### config.mk
export PLATFORM = sky130hd
export DESIGN_NAME = quad_decoder
export DESIGN_NICKNAME = d
export VERILOG_FILES = /design/src/rtl/quad_decoder.sv
export SDC_FILE = /design/constraint.sdc
export NUM_CORES = 1
export LEC_CHECK = 0
export CORE_MARGIN = 5
export CORE_UTILIZATION = 54
export DETAILED_ROUTE_END_ITERATION = 7
export PLACE_DENSITY = 0.81
export SKIP_CTS_REPAIR_TIMING = 1
export SLEW_MARGIN = 20
export SYNTH_ARGS = -nofsm -noshare
export SYNTH_HDL_FRONTEND = slang
export SYNTH_SLANG_ARGS = --single-unit
### constraint.sdc
create_clock -name clk -period 4.4 [get_ports clk]
set_clock_uncertainty 0.1 [all_clocks]
set_input_delay 0.88 -clock clk [delete_from_list [all_inputs] [get_ports clk]]
set_output_delay 0.88 -clock clk [all_outputs]
set_load 0.1 [all_outputs]
### src/rtl/quad_decoder.sv
// Quadrature decoder: synchronizes the A/B phases, primes its history for
// two cycles after reset, then counts legal Gray-code steps up or down and
// flags transitions where both phases changed at once.
module quad_decoder #(
  parameter int WIDTH = 4
) (
  input  logic             clk,
  input  logic             rst,
  input  logic             a,
  input  logic             b,
  input  logic             clr,
  output logic [WIDTH-1:0] position,
  output logic             step,
  output logic             dir,
  output logic             err,
  output logic             err_sticky
);

  typedef enum logic [1:0] {
    PRIME0 = 2'd0,
    PRIME1 = 2'd1,
    RUN    = 2'd2
  } state_t;

  state_t           state_q, state_d;
  logic [1:0]       s1_q, s1_d;
  logic [1:0]       s2_q, s2_d;
  logic [1:0]       prev_q, prev_d;
  logic [WIDTH-1:0] position_q, position_d;
  logic             step_q, step_d;
  logic             dir_q, dir_d;
  logic             err_q, err_d;
  logic             err_sticky_q, err_sticky_d;
  logic             up, down, illegal;

  // Next-state, decode and output computation.
  always_comb begin
    // NOTE: every signal gets a default first so no path leaves it unassigned,
    // which would otherwise infer a latch.
    s1_d         = {a, b};
    s2_d         = s1_q;
    state_d      = state_q;
    prev_d       = prev_q;
    position_d   = position_q;
    step_d       = 1'b0;
    dir_d        = dir_q;
    err_d        = 1'b0;
    up           = 1'b0;
    down         = 1'b0;
    illegal      = 1'b0;

    case (state_q)
      PRIME0: state_d = PRIME1;
      PRIME1: begin
        state_d = RUN;
        // s1 is what s2 becomes on this edge, so prev matches s2 on the
        // first RUN cycle and a static input never looks like a transition.
        prev_d  = s1_q;
      end
      RUN: begin
        prev_d = s2_q;
        case ({prev_q, s2_q})
          4'b00_01, 4'b01_11, 4'b11_10, 4'b10_00: up      = 1'b1;
          4'b00_10, 4'b10_11, 4'b11_01, 4'b01_00: down    = 1'b1;
          4'b00_11, 4'b11_00, 4'b01_10, 4'b10_01: illegal = 1'b1;
          default: ;
        endcase
      end
      default: state_d = PRIME0;
    endcase

    if (up) begin
      position_d = position_q + WIDTH'(1);
      step_d     = 1'b1;
      dir_d      = 1'b0;
    end else if (down) begin
      position_d = position_q - WIDTH'(1);
      step_d     = 1'b1;
      dir_d      = 1'b1;
    end else if (illegal) begin
      err_d      = 1'b1;
    end

    // Clear overrides the count and the sticky flag but not the pulses.
    if (clr) position_d = '0;
    err_sticky_d = clr ? 1'b0 : (err_sticky_q | err_d);
  end

  // State register with asynchronous active-low reset.
  always_ff @(posedge clk or negedge rst) begin
    if (!rst) begin
      state_q      <= PRIME0;
      s1_q         <= 2'b00;
      s2_q         <= 2'b00;
      prev_q       <= 2'b00;
      position_q   <= '0;
      step_q       <= 1'b0;
      dir_q        <= 1'b0;
      err_q        <= 1'b0;
      err_sticky_q <= 1'b0;
    end else begin
      // NOTE: non-blocking assignments so every flop samples pre-edge values,
      // which is what makes s1 -> s2 a real two-stage synchronizer.
      state_q      <= state_d;
      s1_q         <= s1_d;
      s2_q         <= s2_d;
      prev_q       <= prev_d;
      position_q   <= position_d;
      step_q       <= step_d;
      dir_q        <= dir_d;
      err_q        <= err_d;
      err_sticky_q <= err_sticky_d;
    end
  end

  assign position   = position_q;
  assign step       = step_q;
  assign dir        = dir_q;
  assign err        = err_q;
  assign err_sticky = err_sticky_q;

endmodule

# --- After elaboration in Yosys (flattened, before gate mapping) ---
# Index checks and enable logic that the tools add are counted.
classes:
  add_sub_neg: 2
  n_mul: 0
  n_div: 0
  n_lt_le_gt_ge: 0
  eq_ne: 14
  shifts: 0
  muxes: 19
  bitwise_logic: 1
  n_reduce_logical: 7
op_table:
  columns: ["cell", "count"]
  rows:
  - ["$eq A4 B4 Y1 const B", 6]
  - ["$mux W1", 14]
  - ["$eq A4 B3 Y1 const B", 3]
  - ["$mux W4", 3]
  - ["$reduce_or A4 Y1", 3]
  - ["$eq A4 B2 Y1 const B", 2]
  - ["$pmux W2 S3", 1]
  - ["$add A4 B1 Y4 const B", 1]
  - ["$eq A4 B1 Y1 const B", 1]
  - ["$pmux W2 S2", 1]
  - ["$reduce_bool A2 Y1", 2]
  - ["$sub A4 B1 Y4 const B", 1]
  - ["$reduce_bool A3 Y1", 1]
  - ["$eq A2 B1 Y1 const B", 1]
  - ["$eq A2 B2 Y1 const B", 1]
  - ["$logic_not A2 Y1", 1]
  - ["$or A1 B1 Y1", 1]
word_totals:
  ff_bits: 16
  latchBits: 0
  mem_bits_rw: 0
  romBits: 0
  output_inout_bits: 8
  elab_cells: 52
  memories: 0

# --- Longest topological paths before layout ---
logic_depth:
  word_depth: 9
  depth_mapped: 9

# --- Worst setup path before layout ---
# Ideal clock, no wire load.
synth_timing:
  kind: "register to register"
  from: "register state_q[0]"
  to: "register position_q[3], in the netlist position[3]"
  setup_time_ns: 0.125
  t_arrival_ns: 2.332
  required_time_ns: 4.175
  slack_ns: 1.843
  stages_incl_launch_ff: 10
  path_buffers: 0
  period_less_slack_ns: 2.557
  cell_sequence: "dfrtp_1 > inv_1 > ha_1 > inv_1 > or3_2 > ha_1 > nand3_1 > and4_1 > o21ai_0 > mux2_2"
synth_between:
  elab_chain_len: 4
  word_cells_on_any_way: 6
synth_lines:
  columns: ["element", "line", "source"]
  rows:
  - ["start, declared", "25", "state_t state_q, state_d;"]
  - ["start signal, assigned", "104", "state_q <= state_d;"]
  - ["$eq A2 B2 Y1 (*)", "52", "case (state_q)"]
  - ["$mux W1", "52", null]
  - ["$mux W4", "72", "if (up) begin"]
  - ["$mux W4", "85", "if (clr) position_d = '0;"]
  - ["end signal, assigned", "108", "position_q <= position_d;"]
  - ["end, declared", "29", "logic [WIDTH-1:0] position_q, position_d;"]
# Every way passes the cells marked *; elsewhere a longest branch is shown, timed or not.
# A chain may end at the register's enable or synchronous reset.

# --- Worst setup path in the final report ---
# Ends and elaborated chain as after synthesis.

==> results.txt <==
The first routing iteration left 5 violations. The detail-routed via count per cell is 5.424. The pin count of the biggest net entering global routing is 17. The per-cell routed wire length is 14.13 um. The synthesized design spends more area on one cell type than any other, namely dfrtp_1. The worst-margin pin slew came out at 0.9724 ns. Measured against its own limit, the worst slew margin works out to 0.3497. The maximum resistive drop on vdd came out at 0.0002342 V. STA classifies the critical path startpoint as a flip-flop. The post-layout net count came out at 96.

The share of the cycle needed by the critical path after routing is 0.6840. The starting utilization of the core area came out at 0.5901. The total routed wirelength is 1399 um. The DRC violation count after routing came out at 0. The count of clock tree sinks is 16. In this run the critical register-to-register path is captured at position[3]. The I/O pin count came out at 13.

The CTS clock-pin slew for the worst setup and hold paths came out at 0.09 ns. The Yosys step of the flow raised 0 warnings. The share of the yosys chip area belonging to registers is 0.5087. The total die area came out at 0.002321 mm^2. The synthesized flop and latch total is 16.

Setup repair after global routing left no endpoint under its margin. The number of hold violations in the final report is 0. The all-layer global routing usage came out at 0.1683. The final setup TNS is 0 ns. The gate count of the mapped netlist came out at 69.

In this run the critical register-to-register path is launched from state_q[0]. The die height came out at 48.18 um. The remaining antenna violation count is 0. CTS built an H-tree with a depth of 1. The flop-to-flop setup slack is 1.39 ns. The worst register-to-register path has a depth of 9. TritonCTS built the clock tree. The wire length of the first global-routing pass came out at 2573 um. The fraction of final layout cells with drive strength greater than 1 came out at 0.1310. The tree is rooted in a clkbuf_4.

The number of failing setup endpoints in the final timing report came out at 0. The number of unique standard cell types used by synthesis is 20. When the netlist entered floorplanning its net count stood at 80.

The count of buffers inserted at the top-level ports came out at 12. Routability-driven placement finished with a final weighted congestion of 0.8765. The most common library cell in the layout ignoring fill and taps is dfrtp_1. The endpoint arrival time on the critical path came out at 3.10 ns.

The fmax is 0.3323 GHz. The share of synthesized area in the top cell type comes to 0.5087. In this run the cell area measured after placement is 912.1 um^2. Dividing total power by cell area gives a power density of 519.5 mW/mm^2. Row generation in the floorplan step produced 13 rows.

The maximum root-to-sink buffer count is 2. Clock latency on the worst-skew pair, taken at its later pin, is 0.29 ns. The total standard cell area after synthesis came out at 787.0 um^2. By startpoint and endpoint, the worst setup path is classified as reg2reg. The count of maximum capacitance violations came out at 0.

Along the worst path, the maximum fanout reaches 11. After synthesis, the mean cell area works out to 11.41 um^2. The antenna diode count came out at 0. The core area came out at 0.001334 mm^2.

STA classifies the critical path endpoint as a flip-flop. The minimum period implied by the final worst setup slack came out at 3.009 ns. The total iterations of the first detailed-routing run came out at 2. The final standard cell utilization of the core came out at 0.7111. In the layout the commonest cells are dfrtp_1, clkdlybuf4s50_1, a21oi_1, nor2_1, inv_1. The number of global-route vias before repair came out at 596.

Detailed placement finished with a half-perimeter wire length of 1109 um. The leakage power figure is 0.4538 nW. The most critical setup path has its endpoint at position[3]. The flow ran to the end, and the final reports show no timing, DRC or antenna violations.

The finished layout cell area is 948.4 um^2. The area added between synthesis and finish came out at 20.51%. The worst hold path belongs to the class reg2reg. The TritonCTS buffer count is 3. For this run the aggregate overflow at the end of global routing stands at 0.

The final max-slew violation count is 0. The total via count after detailed routing is 537. The origin of the worst setup path is state_q[0]. The die boundary width came out at 48.18 um. The initial antenna violation count came out at 0. Yosys attributes the largest share of cell area to dfrtp_1, ha_1, a21oi_1.

The required time at the worst-slack endpoint is 4.49 ns.
[how the worst min path moves through the flow]
stage / start / endpoint / cells after the start
6_report: s1_q[1] / s2_q[1] / 0
5_1_grt: s1_q[0] / s2_q[0] / 0
4_1_cts: s1_q[1] / s2_q[1] / 0
3_5_place_dp: s1_q[1] / s2_q[1] / 0
3_3_place_gp: s1_q[1] / s2_q[1] / 0
2_1_floorplan: s1_q[0] / s2_q[0] / 0
[critical path, stage by stage, from the launching register on]
cell	delay (ns)
dfrtp_1	0.41
inv_1	0.09
ha_1	0.41
inv_1	0.16
or3_2	0.53
ha_1	0.35
nand3_1	0.11
and4_1	0.20
o21ai_0	0.19
mux2_2	0.35
[cell usage after synthesis]
| master | count |
|---|---|
| or2_2 | 1 |
| o21ai_0 | 3 |
| a21oi_1 | 8 |
| xnor2_1 | 3 |
| nor2b_1 | 1 |
| and4_1 | 1 |
| fa_1 | 1 |
| dfrtp_1 | 16 |
| nor2_1 | 7 |
| inv_1 | 6 |
| or3_2 | 1 |
| ha_1 | 5 |
| mux2i_1 | 2 |
| nand3_1 | 3 |
| a211oi_1 | 1 |
| xor2_1 | 4 |
| and3_2 | 1 |
| mux2_2 | 3 |
| clkbuf_8 | 1 |
| a211oi_2 | 1 |
[layer usage]
metal  vias up  wire (um)  track usage
met5         -          0            0
met2        13        731       0.2969
met3         7         53      0.02214
met1       255        540       0.1714
met4         0         73       0.1452
li1        262          -            -
[final cells by class]
| cell class | count | area (um^2) |
|---|---|---|
| tap | 15 | 18.77 |
| multi-input combinational | 46 | 350.3 |
| timing repair buffer | 12 | 120.1 |
| inverter | 6 | 22.52 |
| sequential | 16 | 400.4 |
| clock buffer | 4 | 36.28 |
| fill | 114 | 385.4 |
[through the flow]
step | total power [W] | worst slack [ns] | hold WS (ns) | std cells
6_report | 0.0004927 | 1.391 | 0.2796 | 99
5_1_grt | 0.0005235 | 1.185 | 0.3050 | 99
4_1_cts | 0.0004985 | 1.363 | 0.2807 | 99
3_5_place_dp | 0.0004006 | 1.385 | 0.2594 | 95
3_3_place_gp | 0.0003956 | 1.499 | 0.2581 | 95
2_1_floorplan | 0.0003470 | 1.843 | 0.2530 | 69
[state kept, by name (all words and copies together), names as in the netlist]
name,cells
s2_q,2
step,1
s1_q,2
state_q,2
err_sticky,1
position,4
err,1
prev_q,2
dir,1
[cells by family (layout without fill, tap and decap cells)]
kind of cell | after synthesis | count (layout) | synth area share
flip-flops | 16 | 16 | 0.5087
AND/OR/NAND/NOR | 15 | 15 | 0.09859
AO/OA/AOI/OAI | 13 | 13 | 0.09539
XOR/XNOR | 7 | 7 | 0.07790
buffers and inverters | 7 | 22 | 0.04610
adder cells (fa/ha/maj) | 6 | 6 | 0.1049
multiplexers | 5 | 5 | 0.06836
[report_power, final]
group / total [W] / internal [W] / leakage [nW] / switching, W
Sequential: 0.000178 / 0.000164 / 0.195 / 0.0000137
Combinational: 0.000218 / 0.0000614 / 0.238 / 0.000157
Clock: 0.0000967 / 0.0000505 / 0.0210 / 0.0000462
Total: 0.000493 / 0.000276 / 0.454 / 0.000216
Power figures use the tool's default switching activity.
